## src/rtl/sync_arbiter.sv

```systemverilog
// sync_arbiter: round-robin arbiter that serialises per-bank emulation-cache
// sync requests (fill / writeback) onto a single AXI master port, one INCR
// burst of BEATS beats per cache row, with a one-cycle done pulse per bank.
// Optional feature macro: SYNC_WB_PRIORITY_EN (writebacks win over fills).
module sync_arbiter #(
    parameter int BGWIDTH        = 2,
    parameter int BAWIDTH        = 2,
    parameter int ADDRWIDTH      = 17,
    parameter int CHWIDTH        = 6,
    parameter int BEATS          = 16,
    parameter int AXI_DATA_WIDTH = 32,
    parameter int AXI_ADDR_WIDTH = 32,
    parameter int AXI_ID_WIDTH   = 8,
    localparam int BW     = BGWIDTH + BAWIDTH,
    localparam int NBANKS = 2 ** BW,
    localparam int BEATW  = (BEATS > 1) ? $clog2(BEATS) : 1
) (
    input  logic                          clk,
    input  logic                          reset_n,
    input  logic [NBANKS-1:0]             req,
    input  logic [NBANKS-1:0]             req_wr,
    input  logic [NBANKS*ADDRWIDTH-1:0]   req_row,
    input  logic [NBANKS*CHWIDTH-1:0]     req_crow,
    output logic [NBANKS-1:0]             done,
    output logic                          err,
    output logic                          busy,
    output logic                          cache_en,
    output logic                          cache_we,
    output logic [BW-1:0]                 cache_bank,
    output logic [CHWIDTH-1:0]            cache_crow,
    output logic [BEATW-1:0]              cache_beat,
    output logic [AXI_DATA_WIDTH-1:0]     cache_wdata,
    input  logic [AXI_DATA_WIDTH-1:0]     cache_rdata,
    output logic [AXI_ID_WIDTH-1:0]       m_axi_awid,
    output logic [AXI_ADDR_WIDTH-1:0]     m_axi_awaddr,
    output logic [7:0]                    m_axi_awlen,
    output logic [2:0]                    m_axi_awsize,
    output logic [1:0]                    m_axi_awburst,
    output logic                          m_axi_awlock,
    output logic [3:0]                    m_axi_awcache,
    output logic [2:0]                    m_axi_awprot,
    output logic                          m_axi_awvalid,
    input  logic                          m_axi_awready,
    output logic [AXI_DATA_WIDTH-1:0]     m_axi_wdata,
    output logic [AXI_DATA_WIDTH/8-1:0]   m_axi_wstrb,
    output logic                          m_axi_wlast,
    output logic                          m_axi_wvalid,
    input  logic                          m_axi_wready,
    output logic                          m_axi_bready,
    input  logic [AXI_ID_WIDTH-1:0]       m_axi_bid,
    input  logic [1:0]                    m_axi_bresp,
    input  logic                          m_axi_bvalid,
    output logic [AXI_ID_WIDTH-1:0]       m_axi_arid,
    output logic [AXI_ADDR_WIDTH-1:0]     m_axi_araddr,
    output logic [7:0]                    m_axi_arlen,
    output logic [2:0]                    m_axi_arsize,
    output logic [1:0]                    m_axi_arburst,
    output logic                          m_axi_arlock,
    output logic [3:0]                    m_axi_arcache,
    output logic [2:0]                    m_axi_arprot,
    output logic                          m_axi_arvalid,
    input  logic                          m_axi_arready,
    output logic                          m_axi_rready,
    input  logic [AXI_ID_WIDTH-1:0]       m_axi_rid,
    input  logic [AXI_DATA_WIDTH-1:0]     m_axi_rdata,
    input  logic [1:0]                    m_axi_rresp,
    input  logic                          m_axi_rlast,
    input  logic                          m_axi_rvalid
);

    localparam int STRBW      = AXI_DATA_WIDTH / 8;
    localparam int ADDR_SHIFT = $clog2(BEATS) + $clog2(STRBW);
    localparam int FULLW      = BW + ADDRWIDTH + ADDR_SHIFT;

    localparam logic [3:0] S_IDLE   = 4'd0;
    localparam logic [3:0] S_AW     = 4'd1;
    localparam logic [3:0] S_WFETCH = 4'd2;
    localparam logic [3:0] S_WCAP   = 4'd3;
    localparam logic [3:0] S_WSEND  = 4'd4;
    localparam logic [3:0] S_BRESP  = 4'd5;
    localparam logic [3:0] S_AR     = 4'd6;
    localparam logic [3:0] S_RDATA  = 4'd7;
    localparam logic [3:0] S_DONE   = 4'd8;

    logic [3:0]                state;
    logic [BW-1:0]             rr_ptr;
    logic [BW-1:0]             bank_q;
    logic [ADDRWIDTH-1:0]      row_q;
    logic [CHWIDTH-1:0]        crow_q;
    logic [BEATW-1:0]          beat_q;
    logic [AXI_DATA_WIDTH-1:0] wdata_q;
    logic                      err_q;
    logic                      rd_over_q;   // last slot written, burst still running

    logic [NBANKS-1:0]         eligible;
    logic                      grant_found;
    logic [BW-1:0]             grant_idx;
    logic [BW-1:0]             cand;
    logic                      beat_last;
    logic                      rd_write;
    logic [FULLW-1:0]          addr_full;
    logic [AXI_ADDR_WIDTH-1:0] axi_addr;

    // ID echoes are not checked; collected here so they have a sink.
    logic unused_ok;
    assign unused_ok = ^{m_axi_bid, m_axi_rid};

    // Eligible set: all requests, or writebacks only while any is pending.
    always_comb begin
`ifdef SYNC_WB_PRIORITY_EN
        eligible = (|(req & req_wr)) ? (req & req_wr) : req;
`else
        eligible = req;
`endif
    end

    // Round-robin search: first eligible bank at or above rr_ptr, wrapping.
    always_comb begin
        // NOTE: every always_comb output gets a default first, so no path can infer a latch.
        grant_found = 1'b0;
        grant_idx   = '0;
        cand        = '0;
        for (int i = 0; i < NBANKS; i++) begin
            cand = rr_ptr + BW'(i);
            if (!grant_found && eligible[cand]) begin
                grant_found = 1'b1;
                grant_idx   = cand;
            end
        end
    end

    assign beat_last = (beat_q == BEATW'(BEATS - 1));
    assign rd_write  = (state == S_RDATA) && m_axi_rvalid && !rd_over_q;
    assign addr_full = FULLW'({bank_q, row_q}) << ADDR_SHIFT;
    assign axi_addr  = AXI_ADDR_WIDTH'(addr_full);

    // Transaction FSM: grant, address phase, beat loop, response, done.
    always_ff @(posedge clk or negedge reset_n) begin
        if (!reset_n) begin
            state     <= S_IDLE;
            rr_ptr    <= '0;
            bank_q    <= '0;
            row_q     <= '0;
            crow_q    <= '0;
            beat_q    <= '0;
            wdata_q   <= '0;
            err_q     <= 1'b0;
            rd_over_q <= 1'b0;
        end else begin
            // NOTE: sequential state uses non-blocking assignments so every flop samples pre-edge values.
            case (state)
                S_IDLE: begin
                    if (grant_found) begin
                        bank_q    <= grant_idx;
                        row_q     <= req_row[grant_idx*ADDRWIDTH +: ADDRWIDTH];
                        crow_q    <= req_crow[grant_idx*CHWIDTH +: CHWIDTH];
                        beat_q    <= '0;
                        rd_over_q <= 1'b0;
                        state     <= req_wr[grant_idx] ? S_AW : S_AR;
                    end
                end
                S_AW:     if (m_axi_awready) state <= S_WFETCH;
                S_WFETCH: state <= S_WCAP;
                S_WCAP: begin
                    wdata_q <= cache_rdata;
                    state   <= S_WSEND;
                end
                S_WSEND: begin
                    if (m_axi_wready) begin
                        if (beat_last) begin
                            state <= S_BRESP;
                        end else begin
                            beat_q <= beat_q + 1'b1;
                            state  <= S_WFETCH;
                        end
                    end
                end
                S_BRESP: begin
                    if (m_axi_bvalid) begin
                        if (m_axi_bresp != 2'b00) err_q <= 1'b1;
                        state <= S_DONE;
                    end
                end
                S_AR:     if (m_axi_arready) state <= S_RDATA;
                S_RDATA: begin
                    if (m_axi_rvalid) begin
                        if (m_axi_rresp != 2'b00 || rd_over_q) err_q <= 1'b1;
                        if (!rd_over_q) begin
                            if (!beat_last)         beat_q    <= beat_q + 1'b1;
                            else if (!m_axi_rlast)  rd_over_q <= 1'b1;
                        end
                        if (m_axi_rlast) begin
                            if (rd_over_q || !beat_last) err_q <= 1'b1;
                            state <= S_DONE;
                        end
                    end
                end
                S_DONE: begin
                    err_q  <= 1'b0;
                    beat_q <= '0;
                    rr_ptr <= bank_q + 1'b1;
                    state  <= S_IDLE;
                end
                default: state <= S_IDLE;
            endcase
        end
    end

    // Status, cache port and AXI outputs decoded from the current state.
    always_comb begin
        busy        = (state != S_IDLE);
        done        = (state == S_DONE) ? (NBANKS'(1) << bank_q) : '0;
        err         = (state == S_DONE) && err_q;
        cache_en    = (state == S_WFETCH) || rd_write;
        cache_we    = rd_write;
        cache_bank  = bank_q;
        cache_crow  = crow_q;
        cache_beat  = beat_q;
        cache_wdata = m_axi_rdata;

        m_axi_awid    = AXI_ID_WIDTH'(bank_q);
        m_axi_awaddr  = axi_addr;
        m_axi_awlen   = 8'(BEATS - 1);
        m_axi_awsize  = 3'($clog2(STRBW));
        m_axi_awburst = 2'b01;
        m_axi_awlock  = 1'b0;
        m_axi_awcache = 4'b0011;
        m_axi_awprot  = 3'b000;
        m_axi_awvalid = (state == S_AW);

        m_axi_wdata   = wdata_q;
        m_axi_wstrb   = '1;
        m_axi_wvalid  = (state == S_WSEND);
        m_axi_wlast   = (state == S_WSEND) && beat_last;
        m_axi_bready  = (state == S_BRESP);

        m_axi_arid    = AXI_ID_WIDTH'(bank_q);
        m_axi_araddr  = axi_addr;
        m_axi_arlen   = 8'(BEATS - 1);
        m_axi_arsize  = 3'($clog2(STRBW));
        m_axi_arburst = 2'b01;
        m_axi_arlock  = 1'b0;
        m_axi_arcache = 4'b0011;
        m_axi_arprot  = 3'b000;
        m_axi_arvalid = (state == S_AR);
        m_axi_rready  = (state == S_RDATA);
    end

endmodule

```

## config.mk

```make
export PLATFORM = sky130hd
export DESIGN_NAME = sync_arbiter
export DESIGN_NICKNAME = d
export VERILOG_FILES = /design/src/rtl/sync_arbiter.sv
export SDC_FILE = /design/constraint.sdc
export NUM_CORES = 1
export LEC_CHECK = 0
export CAP_MARGIN = 15
export CELL_PAD_IN_SITES_DETAIL_PLACEMENT = 1
export CELL_PAD_IN_SITES_GLOBAL_PLACEMENT = 1
export CORE_AREA = 2 2 283 285
export CTS_CLUSTER_SIZE = 20
export DETAILED_ROUTE_END_ITERATION = 8
export DIE_AREA = 0 0 285 287
export GPL_TIMING_DRIVEN = 0
export PLACE_DENSITY_LB_ADDON = 0.1
export SLEW_MARGIN = 20
export SYNTH_ARGS = -nofsm -noshare
export SYNTH_HDL_FRONTEND = slang
export SYNTH_SLANG_ARGS = --single-unit
```

## constraint.sdc

```tcl
create_clock -name clk -period 14.8 [get_ports clk]
set_clock_uncertainty 0.05 [all_clocks]
set_input_delay 1.48 -clock clk [delete_from_list [all_inputs] [get_ports clk]]
set_output_delay 1.48 -clock clk [all_outputs]
set_load 0.01 [all_outputs]
```

==> impl_results.md, run 1 <==
- Result of the run: finished clean
- Clock tree from TritonCTS: built
- Maximum fanout encountered on the critical timing path: 11
- Number of distinct library cells after synthesis: 74
- Max stage delay cell, worst path: dfrtp_1
- Slowest stage delay, CP: 0.64 ns
- Final-report hold violation count: 0
- Cell breakdown of the critical path: clkbuf_1, inv_1, ha_1, clkbuf_1, clkbuf_1, mux4_2, mux2i_1, mux2_2, nand4b_1, nor2_1, a21oi_1, o32ai_1, and2_1, buf_4, buf_2, clkbuf_1, a31oi_1, a221oi_1, o21ai_1
- Clock buffers created by TritonCTS: 9
- Arr. time, crit path: 8.30 ns
- Core Region: 0.0786 mm²
- Count leader, synth: nand2_1
- Number of buffers added on ports: 597
- Most used flip-flop cell after synthesis: dfrtp_1
- Worst-case setup slack after placement: 6.64 ns
- Number of antenna violations at the first check in global routing: 16
- Io pins: 722
- Synth warn: 0
- Average detailed-routed wire length per instance: 24.7 µm
- Minimum clock period after layout: 8.11 ns
- Cell family with the largest share of critical-path delay: buffers and inverters
- Clock latency of the later-clocked register in the worst-skew pair: 0.37 ns
- Initial DRT Pass Iterations: 4
- Post-CTS setup repair buffer count: 0
- Height of the chip: 287 µm
- Fin nets: 2407
- GRT Total Usage: 17.1%
- Cell type contributing the most total cell area after synthesis: dfrtp_1
- Vias: 11900
- Cell type with the highest occurrence count on the critical path: clkbuf_1
- Quantity of gates resized following cts: 0
- Wire length of the first global-routing pass: 99300 µm
- Final sum of negative setup slack: 0 ns
- Number of global-route vias before repair: 12500
- Clock-pin slew on the worst setup and hold paths: 0.08 ns
- Crit. Startpoint: rr_ptr[1]
- List of most frequent post-synthesis cells: nand2_1, buf_4, nor2_1, mux2_2, mux2i_1
- Worst reg2reg endpoint: cache_crow[3]
- Final Max Slew Viols: 0
- Area contributors post-synth: dfrtp_1, buf_4, mux2_2, mux2i_1, nand2_1
- Fin crit share: 54.8%
- DPL Wire Length: 63300 µm
- Max_cap viols: 0
- Critical path start-end classification: flop to flop
- Maximum number of pins on one net before global-route repair: 56
- Worst hold-check path type: flop to flop
- Crit end category: flop
- RSZ-0062 raised after global routing: no
- Remaining DRCs: 0
- Buffer depth of the longest clock path: 2
- Kind of start point of the critical path: flop
- Top cell type's share of synthesized area: 18.2%
- CTS root buffer: clkbuf_16
- Area Growth Syn to Fin: 78.8%
- Worst path depth: 19
- Starting DRT DRC Count: 434
- Mean instance size in the synthesized netlist: 8.23 µm²
- X dimension of the die: 285 µm
- Register-to-register setup slack: 6.69 ns
- Maximum clock rate: 123 MHz
- Measured slew at the worst slew-check pin: 1.08 ns
- Sequential fraction of the synthesis area: 18.2%
- EDFF count, synth: 0
- Proportion of layout cells with a drive suffix above 1: 17.6%
- Startpoint of the most critical register-to-register path: rr_ptr[1]
- End point of the critical path: cache_crow[3]
- Number of sinks driven by the clock tree: 73
- Starting density of the core: 12.7%
- # rows: 103
- Hold-fix buffers at CTS: 0
- Vias/cell: 4.01
- Count of mapped cells out of synthesis: 1217
- Synth async-reset ratio: 100%
- Max_slew headroom: 27.3%
- Number of nets still failing antenna checks after routing: 0
- #FFs+latches synth: 73
- Reg2reg path depth: 19
- Die Footprint: 0.0818 mm²
- Worst path bufs/invs: 7
- Worst Path Required: 14.99 ns
- Routability-driven placement congestion ratio: 0.785
- Filler cell count: 9322
- Routed Wire Length: 73100 µm
- Final Hold Slack: 0.439 ns
- Final worst-path setup slack: 6.69 ns
- Number of setup violations in the final report: 0
- Cell area after technology mapping: 0.0100 mm²
- Number of H-tree levels: 3
- Congestion Overflow GR: 0
==> worst reg2reg max path: stages (launching register included) <==
cell and delay, ns:
dfrtp_1 0.64, clkbuf_1 0.63, inv_1 0.48, ha_1 0.45, clkbuf_1 0.33, clkbuf_1 0.58, mux4_2 0.53, mux2i_1 0.37
mux2_2 0.32, nand4b_1 0.30, nor2_1 0.27, a21oi_1 0.17, o32ai_1 0.46, and2_1 0.26, buf_4 0.23, buf_2 0.40
clkbuf_1 0.61, a31oi_1 0.17, a221oi_1 0.62, o21ai_1 0.11
==> cell usage in the layout (no fill, tap or decap), types with 10 or more instances in the layout <==
cell / Yosys / final
clkdlybuf4s50_1: 0 / 596
nand2_1: 195 / 195
buf_4: 149 / 149
nor2_1: 103 / 103
mux2_2: 94 / 94
mux2i_1: 84 / 84
conb_1: 2 / 76
dfrtp_1: 73 / 73
a31oi_1: 46 / 46
mux2_1: 37 / 37
and3_1: 35 / 35
clkbuf_1: 33 / 33
o32ai_1: 25 / 25
buf_2: 24 / 24
o21ai_1: 24 / 24
o21ai_0: 23 / 23
mux4_2: 22 / 22
a21oi_1: 21 / 21
inv_1: 18 / 18
a221oi_1: 16 / 16
ha_1: 15 / 15
nor3_1: 13 / 13
and2_1: 10 / 10
==> cells by family (layout without fill, tap and decap cells) <==
family / Yosys count / after routing / share of synthesized area, %
and+or+nand+nor: 408 / 408 / 18.3
DFF: 73 / 73 / 18.2
xor gates and xnor gates: 14 / 14 / 1.22
muxes: 243 / 243 / 29.0
AOI/OAI and AO/OA: 223 / 223 / 16.1
other: 2 / 81 / 0.0749
adders and majority gates: 15 / 15 / 1.87
buffers and inverters: 239 / 853 / 15.3
==> routing by layer <==
metal  wire, µm  track usage, %  share of wire [%]  vias up
met5        118               0               0.16        -
met4        563            2.37               0.77       18
met3       4050            3.73                5.5       41
met2      39900            33.3                 55      373
met1      28500            19.2                 39     5848
li1           -               -                  -     5588
==> worst min path at each step <==
stage	cells after the start	from	slack, ns	endpoint
final	2	cache_crow[2]	0.44	cache_crow[2]
after global routing	1	m_axi_wdata[6]	0.48	m_axi_wdata[6]
after CTS	2	cache_crow[4]	0.45	cache_crow[4]
after detailed placement	2	cache_crow[4]	0.43	cache_crow[4]
after global placement	2	cache_crow[4]	0.43	cache_crow[4]
after floorplan	2	err_q	0.42	err_q
==> sequential cells by signal, summed over array words and instances, names as in the netlist <==
signal	cells
m_axi_wdata	32
state	4
cache_bank	4
err_q	1
rd_over_q	1
cache_beat	4
rr_ptr	4
cache_crow	6
row_q	17
==> layout make-up <==
cell class / count / area (µm²) / area share [%]
diodes: 5 / 12.5 / 0.0698
plain buffers: 220 / 1460 / 8.15
clock buffers: 9 / 225 / 1.26
clock inverters: 7 / 61.3 / 0.342
inverters: 19 / 71.3 / 0.398
multi-input cells: 979 / 6950 / 38.8
flip-flops and latches: 73 / 1830 / 10.2
well taps: 1050 / 1310 / 7.33
repair buffers: 598 / 6000 / 33.5
==> through the flow <==
step / instances / instance area [µm²] / util, %
after floorplan: 1291 / 10300 / -
final: 2960 / 17900 / 22.8
after global placement: 2938 / 17600 / 22.4
after detailed placement: 2939 / 17600 / 22.4
after global routing: 2957 / 17900 / 22.8
after CTS: 2955 / 17900 / 22.8
Power of run 1 is not shown: default switching activity piles up to over one toggle a cycle in this logic, so the estimate is an artifact.
==> inputs of run 2 (changes only) <==
- CORE_AREA: 2 2 283 285 -> 2 2 282 284
- DIE_AREA: 0 0 285 287 -> 0 0 284 286
- clock period: 14.8 -> 6.7 ns (I/O delays scaled with it)
==> run 2 against run 1 <==
Against the previous run:
- sequential share of layout area down 0.074 points
- register-to-register slack worse by 6.4 ns
- die area fell by 0.70%
- sequential cell count unchanged
- routed wire length fell by 3.9%
- first-iteration DRC count increased by 12%
- critical endpoint is now row_q[15]
- highest routed layer unchanged
==> impl_results.md, run 2 (synthesis results as in run 1) <==
- Result of the run: finished clean
- Critical path start-end classification: flop to flop
- Number of H-tree levels: 3 (unchanged)
- Average detailed-routed wire length per instance: 23.7 µm (-3.9%)
- Routability-driven placement congestion ratio: 0.782 (-0.36%)
- DPL Wire Length: 61400 µm (-3.0%)
- # rows: 103 (unchanged)
- Crit end category: flop
- Vias: 11800 (-0.65%)
- Maximum fanout encountered on the critical timing path: 11 (unchanged)
- RSZ-0062 raised after global routing: no
- Clock buffers created by TritonCTS: 9 (unchanged)
- Worst hold-check path type: primary input to async pin
- Remaining DRCs: 0 (unchanged)
- Worst reg2reg endpoint: row_q[15]
- Cell breakdown of the critical path: clkbuf_2, clkinvlp_4, buf_4, ha_1, clkbuf_1, mux4_2, a2111oi_2, nand4_1, or4_1, a21oi_1, o32ai_2, and2_1, buf_4, buf_4, clkbuf_2, nor2_1, a31oi_1, a221oi_4, o21ai_1
- Io pins: 722 (unchanged)
- Max_slew headroom: 33.1% (+5.7 points)
- Vias/cell: 3.98 (-0.68%)
- Max stage delay cell, worst path: or4_1
- Congestion Overflow GR: 0 (unchanged)
- Arr. time, crit path: 6.58 ns (-1.72 ns)
- Number of setup violations in the final report: 0 (unchanged)
- Number of antenna violations at the first check in global routing: 15 (-1)
- Core Region: 0.0784 mm² (-0.33%)
- Final Max Slew Viols: 0 (unchanged)
- Slowest stage delay, CP: 0.58 ns (-0.06 ns)
- GRT Total Usage: 16.5% (-0.58 points)
- Number of sinks driven by the clock tree: 73 (unchanged)
- Starting DRT DRC Count: 484 (+12%)
- Maximum clock rate: 156 MHz (+27%)
- Maximum number of pins on one net before global-route repair: 47 (-16%)
- Starting density of the core: 12.8% (+0.042 points)
- Startpoint of the most critical register-to-register path: rr_ptr[1]
- Worst Path Required: 6.87 ns (-8.12 ns)
- Final worst-path setup slack: 0.289 ns (-6.40 ns)
- Kind of start point of the critical path: flop
- Height of the chip: 286 µm (-0.35%)
- Buffer depth of the longest clock path: 2 (unchanged)
- Minimum clock period after layout: 6.41 ns (-1.70 ns)
- Routed Wire Length: 70300 µm (-3.9%)
- Number of nets still failing antenna checks after routing: 0 (unchanged)
- Final Hold Slack: 0.187 ns (-0.252 ns)
- Fin crit share: 95.7% (+41 points)
- Wire length of the first global-routing pass: 96500 µm (-2.8%)
- Clock tree from TritonCTS: built
- Most used cells in the layout excluding fill and tap cells: clkdlybuf4s50_1, nand2_1, buf_4
- Number of flip-flops in the largest register: 32 (unchanged)
- Proportion of layout cells with a drive suffix above 1: 19.3% (+1.6 points)
- Final-report hold violation count: 0 (unchanged)
- Worst-case setup slack after placement: -1.86 ns (-8.50 ns)
- Register-to-register setup slack: 0.29 ns (-6.40 ns)
- X dimension of the die: 284 µm (-0.35%)
- Reg2reg path depth: 19 (unchanged)
- Clock-pin slew on the worst setup and hold paths: 0.07 ns (about the same)
- CTS root buffer: clkbuf_16
- Cell type with the highest occurrence count on the critical path: buf_4
- Measured slew at the worst slew-check pin: 0.997 ns (-0.0854 ns)
- Fin nets: 2408 (+0.042%)
- Die Footprint: 0.0812 mm² (-0.70%)
- Max_cap viols: 0 (unchanged)
- Number of global-route vias before repair: 12700 (+1.0%)
- Number of buffers added on ports: 597 (unchanged)
- Initial DRT Pass Iterations: 4 (unchanged)
- Area Growth Syn to Fin: 80.3%
- Clock latency of the later-clocked register in the worst-skew pair: 0.36 ns (about the same)
- Leading cell type in the layout, fill and taps excluded: clkdlybuf4s50_1
## run 2: changes by cell type in the layout (fill, tap and decap cells not counted), sizes merged
cell      previous run  this run
clkbuf              42        40
buf                189       192
clkinvlp             2         4
clkinv               2         0
## run 2: layout make-up
class	count	area (µm²)
Inverter	19	75.1
Tap cell	1050	1310
Clock inverter	7	60.1
Fill cell	9330	60300
Timing Repair Buffer	601	6020
Antenna cell	5	12.5
Sequential cell	73	1830
Clock buffer	9	225
Multi-Input combinational cell	979	7060
Buffer	218	1470
## run 2: repair_timing
| action | CTS | global route |
|---|---|---|
| pin swaps | 1 | 1 |
| resized for setup | 22 | 13 |
| buffers inserted | 2 | 1 |
| hold buffers | 0 | 0 |
| setup endpoints to repair | 32 | 28 |
## run 2: metrics by stage
step / setup TNS [ns] / area [µm²] / cells / utilization, %
finish: 0 / 18100 / 2961 / 23.1
global route: 0 / 18100 / 2956 / 23.0
CTS: 0 / 18000 / 2956 / 23.0
detailed placement: -36.63 / 17600 / 2939 / 22.5
global placement: -37.61 / 17600 / 2938 / 22.4
floorplan: 0 / 10300 / 1291 / -
## run 2: worst max path at each step
stage	startpoint	endpoint	slack, ns	depth (start not counted)
detailed placement	rr_ptr[1]	row_q[15]	-1.86	19
global route	rr_ptr[0]	row_q[15]	0.006	20
finish	rr_ptr[1]	row_q[15]	0.29	19
CTS	rr_ptr[0]	row_q[16]	0.01	19
global placement	rr_ptr[1]	row_q[15]	-1.84	19
floorplan	rr_ptr[1]	row_q[0]	1.40	18
## run 2: worst max-delay path: cells and delay by family, from the launching register on
kind                     cells  cell delay (ns)
multiplexers                 1             0.48
AND/OR/NAND/NOR              4             1.24
AO/OA/AOI/OAI                6             1.63
adder cells (fa/ha/maj)      1             0.34
buffers and inverters        7             1.97
flip-flops                   1             0.53
## run 2: routing by layer
metal  up-vias  global-route usage, %  part of all wire, %
met2       371                   32.3                   55
met5         -                      0                 0.19
met3        46                   3.85                  5.4
met4        20                   2.16                 0.83
li1       5582                      -                    -
met1      5772                   18.4                   39
Power of run 2 is left out for the same reason.
